File: config.mk
export PLATFORM = sky130hd
export DESIGN_NAME = ioctl_upload
export DESIGN_NICKNAME = d
export VERILOG_FILES = /design/src/rtl/ioctl_upload.sv
export SDC_FILE = /design/constraint.sdc
export NUM_CORES = 1
export LEC_CHECK = 0
export ABC_AREA = 1
export CAP_MARGIN = 20
export CORE_MARGIN = 1.5
export CORE_UTILIZATION = 57
export CTS_CLUSTER_SIZE = 12
export DETAILED_ROUTE_END_ITERATION = 8
export GPL_ROUTABILITY_DRIVEN = 0
export GPL_TIMING_DRIVEN = 0
export PLACE_DENSITY = 0.81
export RECOVER_POWER = 25
export SYNTH_ARGS = -nofsm -noshare
export SYNTH_HDL_FRONTEND = slang
export SYNTH_SLANG_ARGS = --single-unit
File: constraint.sdc
create_clock -name clk_sys -period 5.4 [get_ports clk_sys]
set_input_delay 1.08 -clock clk_sys [delete_from_list [all_inputs] [get_ports clk_sys]]
set_output_delay 1.08 -clock clk_sys [all_outputs]
set_load 0.01 [all_outputs]
File: src/rtl/ioctl_upload.sv
// SPI-slave reader that streams machine RAM back to the host (tape/RKA save).
// Optional CRC-16/CCITT trailer after the data bytes: define IOCTL_UPLOAD_CRC_EN.
module ioctl_upload #(
    parameter logic [7:0]  CMD_BEGIN = 8'h60,
    parameter logic [24:0] BASE      = 25'h0,
    parameter int          RD_LAT    = 4,
    parameter logic [7:0]  PAD       = 8'hFF
) (
    input  logic        clk_sys,
    input  logic        reset_n,
    input  logic        spi_sck,
    input  logic        spi_ss,
    input  logic        spi_di,
    output logic        spi_do,
    output logic        spi_do_oe,
    output logic        uploading,
    output logic [4:0]  index,
    input  logic [24:0] size,
    output logic        rd,
    output logic [24:0] a,
    input  logic [7:0]  d,
    output logic        underrun,
    output logic [2:0]  state_dbg
);

    typedef enum logic [2:0] {S_IDLE, S_CMD, S_IGNORE, S_INDEX, S_STREAM} state_t;
    state_t state, state_nx;

    logic [2:0]  sck_sr, ss_sr;
    logic [1:0]  di_sr;
    logic [2:0]  bit_cnt;
    logic [6:0]  rx_shift;
    logic [7:0]  rx_byte, tx_buf, tx_shift;
    logic [24:0] sent, sent_nx;
    logic [RD_LAT-1:0] lat_sr;
    logic        ready, sck_rise, sck_fall, ss_hi, ss_fall, di_s;
    logic        byte_done, cmd_hit, idx_done, load, more_data;
    logic [7:0]  tail_nx, tail_first;

    assign sck_rise  = sck_sr[1] & ~sck_sr[2];
    assign sck_fall  = ~sck_sr[1] & sck_sr[2];
    assign ss_hi     = ss_sr[1];
    assign ss_fall   = ss_sr[2] & ~ss_sr[1];
    assign di_s      = di_sr[1];
    assign rx_byte   = {rx_shift, di_s};
    assign byte_done = sck_rise && (bit_cnt == 3'd7) && !ss_hi;
    assign cmd_hit   = (state == S_CMD) && byte_done && (rx_byte == CMD_BEGIN);
    assign idx_done  = (state == S_INDEX) && byte_done;
    // Transmit side turns over on the first falling edge of each byte, so
    // byte 0 can be fetched after the index byte and still meet the first bit.
    assign load      = (state == S_STREAM) && sck_fall && (bit_cnt == 3'd0) && !ss_hi;
    assign more_data = (sent < size);
    assign sent_nx   = more_data ? sent + 25'd1 : sent;

    assign uploading = (state == S_STREAM);
    assign spi_do_oe = (state == S_STREAM) && !ss_hi;
    assign state_dbg = state;

`ifdef IOCTL_UPLOAD_CRC_EN
    logic [15:0] crc, crc_upd, crc_cur;
    logic [1:0]  crc_stage;

    function automatic logic [15:0] crc16_byte(input logic [15:0] c, input logic [7:0] b);
        logic [15:0] r;
        r = c;
        for (int i = 7; i >= 0; i--)
            r = {r[14:0], 1'b0} ^ ((r[15] ^ b[i]) ? 16'h1021 : 16'h0000);
        return r;
    endfunction

    assign crc_upd    = crc16_byte(crc, tx_buf);
    assign crc_cur    = more_data ? crc_upd : crc;
    assign tail_first = 8'hFF;

    always_comb begin
        tail_nx = PAD;
        case (crc_stage)
            2'd0:    tail_nx = crc_cur[15:8];
            2'd1:    tail_nx = crc[7:0];
            default: tail_nx = PAD;
        endcase
    end
`else
    assign tail_nx    = PAD;
    assign tail_first = PAD;
`endif

    always_ff @(posedge clk_sys or negedge reset_n) begin
        if (!reset_n) begin
            sck_sr   <= '0;
            ss_sr    <= '1;
            di_sr    <= '0;
            bit_cnt  <= '0;
            rx_shift <= '0;
        end else begin
            sck_sr <= {sck_sr[1:0], spi_sck};
            ss_sr  <= {ss_sr[1:0], spi_ss};
            di_sr  <= {di_sr[0], spi_di};
            if (ss_hi) begin
                bit_cnt <= '0;
            end else if (sck_rise) begin
                bit_cnt  <= bit_cnt + 3'd1;
                rx_shift <= {rx_shift[5:0], di_s};
            end
        end
    end

    always_ff @(posedge clk_sys or negedge reset_n) begin
        if (!reset_n) state <= S_IDLE;
        else          state <= state_nx;
    end

    always_comb begin
        state_nx = state;
        if (ss_hi) begin
            state_nx = S_IDLE;
        end else begin
            case (state)
                S_IDLE:   if (ss_fall) state_nx = S_CMD;
                S_CMD:    if (byte_done) state_nx = (rx_byte == CMD_BEGIN) ? S_INDEX : S_IGNORE;
                S_IGNORE: state_nx = S_IGNORE;
                S_INDEX:  if (byte_done) state_nx = S_STREAM;
                S_STREAM: state_nx = S_STREAM;
                default:  state_nx = S_IDLE;
            endcase
        end
    end

    // RAM side: rd is a one-cycle strobe with a held; d is taken exactly
    // RD_LAT cycles later with no back-pressure. Late data after a deselect is dropped.
    always_ff @(posedge clk_sys or negedge reset_n) begin
        if (!reset_n) begin
            index    <= '0;
            rd       <= 1'b0;
            a        <= BASE;
            underrun <= 1'b0;
            sent     <= '0;
            ready    <= 1'b0;
            tx_buf   <= PAD;
            tx_shift <= '0;
            spi_do   <= 1'b0;
            lat_sr   <= '0;
`ifdef IOCTL_UPLOAD_CRC_EN
            crc       <= 16'hFFFF;
            crc_stage <= 2'd0;
`endif
        end else begin
            rd     <= 1'b0;
            lat_sr <= RD_LAT'({lat_sr, rd});
            if (cmd_hit) begin
                underrun <= 1'b0;
`ifdef IOCTL_UPLOAD_CRC_EN
                crc <= 16'hFFFF;
`endif
            end
            if (idx_done) begin
                index <= rx_byte[4:0];
                a     <= BASE;
                sent  <= '0;
                if (size != '0) begin
                    rd    <= 1'b1;
                    ready <= 1'b0;
                end else begin
                    tx_buf <= tail_first;
                    ready  <= 1'b1;
                end
`ifdef IOCTL_UPLOAD_CRC_EN
                crc_stage <= (size != '0) ? 2'd0 : 2'd1;
`endif
            end else if ((state == S_STREAM) && !ss_hi) begin
                if (lat_sr[RD_LAT-1]) begin
                    tx_buf <= d;
                    ready  <= 1'b1;
                end
                if (load) begin
                    spi_do   <= tx_buf[7];
                    tx_shift <= {tx_buf[6:0], 1'b0};
                    a        <= a + 25'd1;
                    ready    <= 1'b0;
                    sent     <= sent_nx;
                    if (!ready) underrun <= 1'b1;
`ifdef IOCTL_UPLOAD_CRC_EN
                    if (more_data) crc <= crc_upd;
`endif
                    if (sent_nx < size) begin
                        rd <= 1'b1;
                    end else begin
                        tx_buf <= tail_nx;
                        ready  <= 1'b1;
`ifdef IOCTL_UPLOAD_CRC_EN
                        crc_stage <= (crc_stage == 2'd2) ? 2'd2 : crc_stage + 2'd1;
`endif
                    end
                end else if (sck_fall) begin
                    spi_do   <= tx_shift[7];
                    tx_shift <= {tx_shift[6:0], 1'b0};
                end
            end else begin
                spi_do <= 1'b0;
            end
        end
    end

endmodule

# Yosys cells after proc, flatten, opt, wreduce, memory -nomap -nowiden
# Cells that the tools add are included.
# W data, S select, Z words.
[totals]
reg_bits = 100
inputBits = 38
output_inout_bits = 38
wordCells = 106
[op_classes]
n_addsub = 3
order_cmp = 2
eq_ne = 11
mux = 42
n_bitwise = 7
n_reduce_logical = 25
[ops]
columns = ["cell", "count"]
rows = [
  ["$mux W25", 7],
  ["$mux W8", 8],
  ["$add A25 B1 Y25 const B", 2],
  ["$lt A25 B25 Y1", 2],
  ["$reduce_bool A25 Y1", 1],
  ["$mux W1", 20],
  ["$mux W3", 6],
  ["$pmux W3 S5", 1],
  ["$reduce_and A2 Y1", 5],
  ["$logic_and A1 B1 Y1", 9],
  ["$ne A3 B3 Y1 const B", 3],
  ["$eq A8 B7 Y1 const B", 1],
  ["$reduce_bool A2 Y1", 4],
  ["$eq A3 B2 Y1 const B", 2],
  ["$eq A3 B3 Y1 const B", 2],
  ["$logic_not A3 Y1", 2],
  ["$reduce_and A3 Y1", 2],
  ["$not A1 Y1", 4],
  ["$add A3 B1 Y3 const B", 1],
  ["$and A1 B1 Y1", 3],
  ["$eq A3 B1 Y1 const B", 1],
  ["$ne A3 B1 Y1 const B", 1],
  ["$reduce_bool A3 Y1", 1],
  ["$ne A2 B2 Y1 const B", 1],
  ["$logic_not A1 Y1", 1],
]

# Logic depth before layout (Yosys ltp)
# Gate-level depths: netlist of the first run.
[logic_depth]
depth_word = 11
ltp_mapped = 24
depth_no_buf = 23

# Worst setup path after synthesis of the first run
# No wires, ideal clock.
[synth_path]
kind = "input port to flip-flop"
start = "in size[22]"
end = "reg tx_buf[0]"
setup_time_ns = 0.073
arrival_time_ns = 3.788
t_required_ns = 5.327
slack_ns = 1.539
stages = 23
path_buffers = 1
path_cell_list = "inv_1 -> ha_1 -> nand2_1 -> inv_1 -> nand2_1 -> nor2_1 -> nand2_1 -> nand3_1 -> nor2_1 -> nand2_1 -> buf_2 -> nor2_1 -> nand3_1 -> nor2_1 -> xor2_1 -> inv_1 -> ha_1 -> nand4_1 -> nor4_1 -> nand2_1 -> nand2_1 -> nand2_1 -> a21oi_1"
[synth_via]
elab_chain_cells = 7
word_cells_on_any_way = 10
cone_classes = "2 x order compare; 1 x eq/ne; 5 x mux; 2 x reduce/logical"
[synth_lines]
columns = ["element", "line", "source"]
rows = [
  ["start, declared", "18", "input logic [24:0] size,"],
  ["$lt A25 B25 Y1", "52", "assign more_data = (sent < size);"],
  ["$mux W25", "53", "assign sent_nx = more_data ? sent + 25'd1 : sent;"],
  ["$lt A25 B25 Y1", "185", "if (sent_nx < size) begin"],
  ["$mux W8", "185", ""],
  ["$mux W8", "175", "if (load) begin"],
  ["$mux W8", "170", "end else if ((state == S_STREAM) && !ss_hi) begin"],
  ["$mux W8", "156", "if (idx_done) begin"],
  ["end signal, assigned", "164", "tx_buf <= tail_first;"],
  ["end signal, assigned", "188", "tx_buf <= tail_nx;"],
  ["end, declared", "33", "logic [7:0] rx_byte, tx_buf, tx_shift;"],
]
# Parallel ways exist; a longest one is shown, timed or not. The select of a mux whose other input is x is not followed.
# A chain may end at the register's enable or synchronous reset.

# Worst setup path in the final report of the first run
[layout_path]
start = "in size[24]"
end = "reg tx_buf[0]"
# The elaborated chain is that of the path after synthesis.

==> impl_results.md, run 1 <==
- Placed Area: roughly 0.0073 mm^2
- Nets: about 1000
- Cell area after layout: roughly 0.0075 mm^2
- CP Launch Point: size[24]
- Outcome: finished with violations
- Vias in the first global route: roughly 5500
- Area Growth Syn to Fin: 17.44%
- Crit path buffers/inverters: 5
- H-tree Lvls: 3
- RSZ-0062 raised after global routing: no
- Max-slew violations: roughly 100
- Part of the Yosys area used for sequential elements: about two fifths
- Fin Hold WS: ~0.36 ns
- Initial antenna violation count: 0
- Final antenna-violating net count: 0
- Max cap viols: 2
- Crit. End Element: flip-flop
- GRT overflow: 0
- Die width: 108.7 um
- Vias: 5802
- Max Buffers Root-to-Sink: 2
- WS Path Type: primary input to flip-flop
- First-pass GRT wire length: approximately 25000 um
- Clk Latency, worst-skew pair: about 0.38 ns
- Die height: 108.7 um
- Period Utilization, post-route: between 90% and 100%
- Yosys warning count: 0
- Hold-fix buffers, CTS: 0
- Clock tree root buffer cell: clkbuf_8
- Placed Cells: around 1000
- Initial DRC Count: roughly 360
- CTS tree: yes
- Final hold vios: 0
- Final worst slack: slightly below 0.4 ns
- Worst path required time: approximately 5.7 ns
- Syn Area/Cell: between 7 and 8 um^2
- Final non-filler cell total: 1064
- Violated checks: capacitance limit, slew limit
- # diodes: 0
- Hold Crit Class: flip-flop to flip-flop
- Setup violators final: 0
- Drt drc: 0
- Pwr dens: 191.8 mW/mm^2
- Fin util: around 69%
- Fmax: about 200 MHz
- Drt pass-1 iters: 6
- Die area: 0.01182 mm^2
- Crit-path most repeated cell: nand2_1
- Family with the most delay on the worst path: simple AND/OR/NAND/NOR gates
- Cell row count: 38
- Syn_nets: between 900 and 1000
- CTS resizes: 0
- Syn Inst Count: ~830
- Slowest-stage cell, CP: clkdlybuf4s50_1
- Worst r2r src: sent[22]$_DFFE_PN0P_
- Skew final: roughly 0.018 ns
- Mapped Area: 0.006371 mm^2
- Vias per std cell: about 5.5
- Startpoint Class: primary input
- Yosys reg bits: between 90 and 100
- Yosys cell types: 43
- Final HPWL DP: ~12000 um
- Boundary pin count: 76
- CTS Buf Count: 9
- Layout cells sized above 1: ~6%
- Routed WL per cell: 13.96 um
- Critical path cell sequence: clkdlybuf4s50_1 > inv_1 > ha_1 > nand2_1 > inv_1 > nand2_1 > nor2_1 > nand2_1 > nand3_1 > nor2_1 > nand2_1 > buf_2 > nor2_1 > nand3_1 > nor2_1 > xor2_1 > inv_1 > ha_1 > nand4_1 > nor4_1 > nand2_1 > nand2_1 > nand2_1 > a21oi_1
- Largest net degree at the start of global routing: 65
- Clk sinks: a little under 100
- Starting density of the core: 58.52%
- Postcts setup bufs: 0
- Critical Path Max Stage Delay: 0.49 ns
- Place WS: around 0.097 ns
- Static Leakage: 0.003911 uW
- Clk slew on worst S/H paths: ~0.11 ns
- GRT Util Overall: between 20% and 30%
- PortBufs: 75
- WP data arrival: roughly 5.3 ns
- Final wirelength: approximately 15000 um
- Crit path time final: approximately 5 ns
- Slew @ Worst Pin: roughly 1.9 ns
- Min-delay src: di_sr[0]$_DFF_PN0_
- Slew HR: -27.33%
- Peak fanout along the critical path: 10
- Max VDD drop: about 0.14 mV
- Core ar.: around 0.011 mm^2
## cell type report
| type | count | area [um^2] |
|---|---|---|
| inverter | 136 | 511.7 |
| clock buffer | 10 | 137.6 |
| fill | 930 | 3406 |
| clock inverter | 6 | 56.30 |
| tap | 140 | 175.2 |
| multi-input combinational | 581 | 3299 |
| timing repair buffer | 76 | 749.5 |
| buffer | 16 | 61.31 |
| sequential | 99 | 2491 |
## per-layer routing
metal / vias up / wire length, um / GRT usage, %
met2: 157 / 6760 / 42.36
met5: - / 0 / 0
met1: 2700 / 7000 / 39.01
li1: 2920 / - / -
met4: 0 / 301 / 9.023
met3: 25 / 787 / 4.124
## state kept, by name, summed over array words and instances, names as in the netlist, 2 cells and up
register   count
a             25
di_sr          2
index          5
bit_cnt        3
tx_buf         8
ss_sr          3
lat_sr         4
rx_shift       7
sck_sr         3
sent          25
tx_shift       7
state_dbg      3
## per-stage QoR
stage,total power [uW],setup TNS (ns)
2_1_floorplan,903.2,0
3_3_place_gp,977.4,-30.52
3_5_place_dp,986.0,0
4_1_cts,1445,0
5_1_grt,1503,0
6_report,1435,0
## cell usage after synthesis (all sizes together)
| master | number | share of area, % |
|---|---|---|
| ha | 53 | 10 |
| a221oi | 2 | 0.27 |
| nand2 | 195 | 12 |
| a21oi | 42 | 3.3 |
| nand4 | 22 | 2.3 |
| clkbuf | 14 | 0.82 |
| nor3 | 25 | 2.2 |
| xor2 | 20 | 2.7 |
| o21a | 6 | 0.71 |
| clkinv | 1 | 0.078 |
| o211a | 2 | 0.31 |
| a211oi | 9 | 1.1 |
| a31oi | 4 | 0.39 |
| nor2 | 75 | 5.2 |
| dfrtp | 88 | 35 |
| nand3 | 31 | 2.4 |
| a32o | 1 | 0.16 |
| o31ai | 1 | 0.12 |
| a21o | 4 | 0.47 |
| and3 | 1 | 0.098 |
| o21ai | 62 | 4.9 |
| o22ai | 10 | 0.98 |
| xnor2 | 2 | 0.27 |
| dfstp | 11 | 4.5 |
| nor4 | 9 | 0.98 |
| o221ai | 2 | 0.27 |
| inv | 135 | 8.0 |
| o221a | 1 | 0.18 |
| o32ai | 1 | 0.14 |
| buf | 2 | 0.14 |
| a22o | 1 | 0.14 |
## power breakdown
group	switching [uW]	total (uW)	internal [uW]	leakage (uW)
clock	278	468	189	0.000100
sequential	9.79	768	759	0.00119
combinational	115	199	83.6	0.00262
total	404	1430	1030	0.00391
## layout by cell type, fill, tap and decap left out, drive strengths merged, types with 3 or more instances in the layout
master	n
clkbuf	26
nand3	31
a21o	4
dfstp	11
dfrtp	88
clkdlybuf4s50	71
a211oi	9
clkinv	4
nand4	22
nor2	75
nor4	9
a21oi	42
nand2	195
ha	53
inv	138
o21ai	62
a31oi	4
xor2	20
dlygate4sd3	3
o21a	6
nor3	25
o22ai	10
## path summary, 6_finish.rpt
check | endpoint | slack, ns | cells past startpoint
worst max-delay path | tx_buf[0]$_DFFE_PN1P_ | 0.40 | 24
worst min register to register | di_sr[1]$_DFF_PN0_ | 0.36 | 0
min in group asynchronous | a[24]$_DFFE_PN0P_ | 1.21 | 1
worst max register to register | tx_buf[0]$_DFFE_PN1P_ | 1.19 | 22
max in group asynchronous | sent[20]$_DFFE_PN0P_ | 1.81 | 2
worst min-delay path | di_sr[1]$_DFF_PN0_ | 0.36 | 0
## cells by family (layout without fill, tap and decap cells)
logic type / after synthesis / in the layout / synth area share [%]
AND/OR/NAND/NOR: 358 / 358 / 25.04
XOR/XNOR: 22 / 22 / 3.024
buffers and inverters: 152 / 244 / 8.994
adder cells (fa/ha/maj): 53 / 53 / 10.41
flip-flops: 99 / 99 / 39.10
AO/OA/AOI/OAI: 148 / 148 / 13.43
Power figures use the tool's default switching activity.
==> run 2: changes to the inputs <==
--- a/config.mk
+++ b/config.mk
@@ -7,7 +7,7 @@
 export LEC_CHECK = 0
 export ABC_AREA = 1
 export CAP_MARGIN = 20
-export CORE_MARGIN = 1.5
+export CORE_MARGIN = 3
 export CORE_UTILIZATION = 57
 export CTS_CLUSTER_SIZE = 12
 export DETAILED_ROUTE_END_ITERATION = 8
==> impl_results.md, run 2 (synthesized netlist as in run 1, its figures left out) <==
- Final antenna-violating net count: 0
- Die height: around 110 um
- Pwr dens: between 150 and 200 mW/mm^2
- Register area: approximately 0.0025 mm^2
- Psw: 424.5 uW
- Hold Crit Class: flip-flop to flip-flop
- WS Path Type: primary input to flip-flop
- Slew @ Worst Pin: between 2 and 2.5 ns
- Fmax: approximately 200 MHz
- Vias in the first global route: just over 6000
- Crit path time final: slightly below 5 ns
- Postcts setup bufs: 0
- Max Buffers Root-to-Sink: 2
- Core ar.: 0.01060 mm^2
- Switching Fraction: between 20% and 30%
- Max-slew violations: 43
- First-pass GRT wire length: about 27000 um
- CTS Buf Count: 9
- Boundary pin count: 76
- Critical Path Max Stage Delay: just under 0.5 ns
- Clk sinks: 99
- Static Leakage: between 0.003 and 0.004 uW
- Outcome: finished with violations
- GRT Util Overall: 26.43%
- # diodes: 0
- Sequential cell fraction of total power: roughly 50%
- Crit. End Element: flip-flop
- Worst path required time: roughly 5.7 ns
- Fin util: a little over two thirds
- Fin Hold WS: ~0.36 ns
- Die width: roughly 110 um
- Regs by FF count: a x25, sent x25, tx_buf x8
- Violated checks: capacitance limit, slew limit
- WP data arrival: between 5 and 6 ns
- Placed Area: around 0.0073 mm^2
- Slowest-stage cell, CP: clkdlybuf4s50_1
- Clk slew on worst S/H paths: roughly 0.10 ns
- Vias: 5992
- CTS tree: yes
- Max VDD drop: roughly 0.23 mV
- RSZ-0062 raised after global routing: no
- Placed Cells: 1044
- Slew HR: -59.04%
- Commonest non-fill, non-tap cell in the layout: nand2_1
- Hold-fix buffers, CTS: 0
- Critical path cell sequence: clkdlybuf4s50_1 > inv_1 > ha_1 > nand2_1 > inv_1 > nand2_1 > nor2_1 > nand2_1 > nand3_1 > nor2_1 > nand2_1 > buf_2 > nor2_1 > nand3_1 > nor2_1 > xor2_1 > inv_1 > ha_1 > nand4_1 > nor4_1 > nand2_1 > nand2_1 > nand2_1 > a21oi_1
- Most frequent cells in the layout: nand2_1, inv_1, dfrtp_1, clkdlybuf4s50_1, nor2_1
- Drt drc: 0
- Die area: 0.01248 mm^2
- CTS resizes: 0
- Total internal power: ~1100 uW
- Largest net degree at the start of global routing: ~60
- Routed WL per cell: approximately 15 um
- Final non-filler cell total: about 1100
- Initial antenna violation count: 0
- Crit-path most repeated cell: nand2_1
- Final wirelength: about 16000 um
- Final hold vios: 0
- Nets: between 1000 and 1500
- FILL cells: approximately 880
- PortBufs: 75
- Final HPWL DP: ~13000 um
- Cell row count: 37
- Starting density of the core: roughly 60%
- Drt pass-1 iters: 5
- Skew final: between 0.01 and 0.015 ns
- Clk Latency, worst-skew pair: 0.39 ns
- Vias per std cell: between 5 and 6
- GRT overflow: 0
- Peak fanout along the critical path: 10
- Startpoint Class: primary input
- Period Utilization, post-route: 90.85%
- Cell area after layout: roughly 0.0075 mm^2
- Max cap viols: 1
- Clock network power share: between 30% and 40%
- Initial DRC Count: about 450
- Setup violators final: 0
- Multi-input logic area: between 0.003 and 0.004 mm^2
- Combinational Power Share: approximately 14%
- Clock tree root buffer cell: clkbuf_8
- Area Growth Syn to Fin: 17.71%
- Layout cells sized above 1: 5.952%
- H-tree Lvls: 3
-- run 2: final timing paths --
path / from / to / slack [ns] / depth (start not counted)
max in group asynchronous: reset_n / sent[14]$_DFFE_PN0P_ / 1.60 / 2
hold / removal: sck_sr[0]$_DFF_PN0_ / sck_sr[1]$_DFF_PN0_ / 0.36 / 0
min in group asynchronous: reset_n / rx_shift[2]$_DFFE_PN0P_ / 1.40 / 1
hold reg to reg: sck_sr[0]$_DFF_PN0_ / sck_sr[1]$_DFF_PN0_ / 0.36 / 0
setup / recovery: size[24] / tx_buf[1]$_DFFE_PN1P_ / 0.49 / 24
setup reg to reg: sent[22]$_DFFE_PN0P_ / tx_buf[1]$_DFFE_PN1P_ / 1.25 / 22
-- run 2: metal layers --
metal  vias to the layer above  wire [um]  GRT usage, %
met5                         -          0             0
met2                       181       7907         45.00
met1                      2863       7013         33.35
met4                         0        301         8.597
met3                        26        972         6.087
li1                       2922          -             -
-- run 2: layout make-up --
class	count	share of cell area, %
inverters	136	6.823
plain buffers	16	0.8175
repair buffers	76	9.993
clock buffers	9	1.652
clock inverters	7	1.235
multi-input cells	581	43.99
flip-flops and latches	99	33.22
well taps	136	2.269
-- run 2: worst max-delay path, delay by kind of cell --
| kind | cells | cell delay [ns] |
|---|---|---|
| xor gates and xnor gates | 1 | 0.22 |
| AOI/OAI and AO/OA | 1 | 0.22 |
| adders and majority gates | 2 | 0.62 |
| and+or+nand+nor | 15 | 2.19 |
| buffers and inverters | 5 | 0.87 |
-- run 2: metrics by stage --
stage | setup slack (ns) | total power [uW] | TNS [ns]
final | 0.4943 | 1494 | 0
after global routing | 0.2261 | 1558 | 0
after CTS | 0.5571 | 1503 | 0
after detailed placement | 0.1713 | 989.9 | 0
after global placement | -0.3677 | 974.3 | -31.92
after floorplan | 1.539 | 903.2 | 0
-- run 2: power groups by stage --
stage | registers [uW] | logic (uW) | clock network, uW
3_5_place_dp | 783 | 207 | 0
3_3_place_gp | 782 | 192 | 0
4_1_cts | 769 | 208 | 526
6_report | 769 | 205 | 520
5_1_grt | 770 | 233 | 555
2_1_floorplan | 782 | 121 | 0
==> variant (config.mk and constraints of run 2) <==
Take the reset off `lat_sr` and load it in a clocked block of its own.
--- a/src/rtl/ioctl_upload.sv
+++ b/src/rtl/ioctl_upload.sv
@@ -140,5 +140,4 @@
             tx_shift <= '0;
             spi_do   <= 1'b0;
-            lat_sr   <= '0;
 `ifdef IOCTL_UPLOAD_CRC_EN
             crc       <= 16'hFFFF;
@@ -147,5 +146,4 @@
         end else begin
             rd     <= 1'b0;
-            lat_sr <= RD_LAT'({lat_sr, rd});
             if (cmd_hit) begin
                 underrun <= 1'b0;
@@ -202,4 +200,8 @@
     end
 
+    always_ff @(posedge clk_sys) begin
+        lat_sr <= RD_LAT'({lat_sr, rd});
+    end
+
 endmodule
 
Function: no difference found for any inputs over 10 cycles, from zero or initial values and one cycle with reset_n low; that may be too few to reach the edited logic, so the function may still have changed.
==> variant against run 2 <==
- via count shrank 0.83%
- setup slack improved by 0.026 ns
- highest routed layer unchanged
- critical endpoint is now tx_buf[5]
- clock power is 7.7% lower
- sequential share of layout area shrank 0.17 points
- first-iteration DRC count shrank 17%
- wire length shrank 3.8%
- power decreased by 2.7%
- sequential cell count is the same
- the run still ends with max-capacitance violations, max-slew violations left
- global-route usage is 1.1 points lower
- final area fell by 0.30%
- combinational power is essentially flat
- die area decreased by 0.30%
- area after synthesis shrank 0.31%
==> variant: results (changes against run 2) <==
| Metric | Value |
|---|---|
| Dpl hpwl | `12,280 µm (-2.9%)` |
| Final Max Tran Viols | `37 (-14%)` |
| WL final | `15,580 µm (-3.8%)` |
| Part of the Yosys area used for sequential elements | `38.91% (-0.19 points)` |
| Largest net degree at the start of global routing | `60 (+1.7%)` |
| Avg Cell Area, Syn | `7.634 µm² (-0.31%)` |
| Vias in the first global route | `5,715 (-5.4%)` |
| Non-filler instance count after layout | `1,060 (unchanged)` |
| Max_cap viols | `1 (unchanged)` |
| First-pass GRT wire length | `26,210 µm (-3.9%)` |
| Place WS | `0.1355 ns (-0.03578 ns)` |
| Layout cells sized above 1 | `6.061% (+0.11 points)` |
| WHS | `0.3369 ns (-0.02124 ns)` |
| Worst VDD drop | `0.2089 mV (-11%)` |
| Initial antenna violation count | `0 (unchanged)` |
| Reg2Reg Depth | `23 (+4.5%)` |
| FFs w/ async S/R, synth | `95.96% (-4.0 points)` |
| Drt pass-1 iters | `5 (unchanged)` |
| Worst Path Arrival | `5.19 ns (-0.03 ns)` |
| Clock Pin Slew Worst Setup and Hold Paths | `0.10 ns (about the same)` |
| Reg2reg setup slack | `1.28 ns (+0.03 ns)` |
| Yosys top cell area share | `33.10% (-1.5 points)` |
| Post-synth top cells | `nand2_1, inv_1, dfrtp_1` |
| CTS root buf | `clkbuf_8` |
| CP peak stage delay | `0.48 ns` |
| Yosys warns | `0 (unchanged)` |
| Synth Flop Type | `dfrtp_1` |
| Status | `finished with violations` |
| P_int | `1.035 mW (-3.2%)` |
| Ranking of synthesized cells by area | `dfrtp_1, nand2_1, ha_1, inv_1, dfstp_2` |
| Hold path startpoint | `lat_sr[2]` |
| Clk_skew | `0.008851 ns (-0.001476 ns)` |
| CTS Buf Count | `9 (unchanged)` |
| Failing checks | `max-capacitance violations, max-slew violations` |
| Slew HR | `-33.03% (+26 points)` |
| CP max-delay cell | `clkdlybuf4s50_1` |
| Netlist cell types | `44 (+2.3%)` |
| H-tree level count | `3 (unchanged)` |
| WHS Endpoint | `lat_sr[3]` |
| Placed inst area | `7297 µm² (-0.27%)` |
| Vias | `5,942 (-0.83%)` |
| R2r endpoint | `tx_buf[5]` |
| Ant. Diodes | `0 (unchanged)` |
| CP top delay family | `simple AND/OR/NAND/NOR gates` |
| Initial DRC Count | `371 (-17%)` |
| Static Leak | `3.897 nW (-0.61%)` |
| Gr usage total | `25.37% (-1.1 points)` |
==> variant: cell type report <==
cell class	count	area (µm²)
Buffer	16	61.31
Clock buffer	10	137.6
Clock inverter	6	53.80
Fill cell	817	3078
Inverter	136	511.7
Multi-Input combinational cell	581	3299
Sequential cell	99	2471
Tap cell	136	170.2
Timing Repair Buffer	76	772.0
==> variant: metal layers <==
| metal | GRT usage, % | vias to the layer above | part of all wire, % |
|---|---|---|---|
| met3 | 4.620 | 31 | 5.6 |
| met1 | 33.31 | 2786 | 44 |
| li1 | - | 2918 | - |
| met5 | 0 | - | 0 |
| met4 | 7.867 | 0 | 1.9 |
| met2 | 42.90 | 207 | 48 |
==> variant: worst max-delay path by stage <==
stage	startpoint	to	slack [ns]
6_report	size[24]	tx_buf[5]	0.52
5_1_grt	size[24]	tx_buf[1]	0.17
3_5_place_dp	size[24]	tx_buf[5]	0.14
2_1_floorplan	size[22]	tx_buf[0]	1.54
3_3_place_gp	reset_n	sent[9]	-0.18
4_1_cts	size[24]	tx_buf[5]	0.52
==> variant: cell families after synthesis <==
| kind of cell | Yosys count | share of synthesized area [%] |
|---|---|---|
| XOR/XNOR | 22 | 3.034 |
| buffers and inverters | 152 | 9.023 |
| AO/OA/AOI/OAI | 148 | 13.48 |
| adder cells (fa/ha/maj) | 53 | 10.44 |
| flip-flops | 99 | 38.91 |
| AND/OR/NAND/NOR | 358 | 25.12 |
==> variant: power groups by stage <==
stage / clock, mW / combinational, mW / sequential, mW
2_1_floorplan: 0 / 0.121 / 0.781
3_3_place_gp: 0 / 0.191 / 0.782
3_5_place_dp: 0 / 0.205 / 0.783
4_1_cts: 0.487 / 0.207 / 0.769
5_1_grt: 0.520 / 0.235 / 0.771
6_report: 0.480 / 0.205 / 0.768
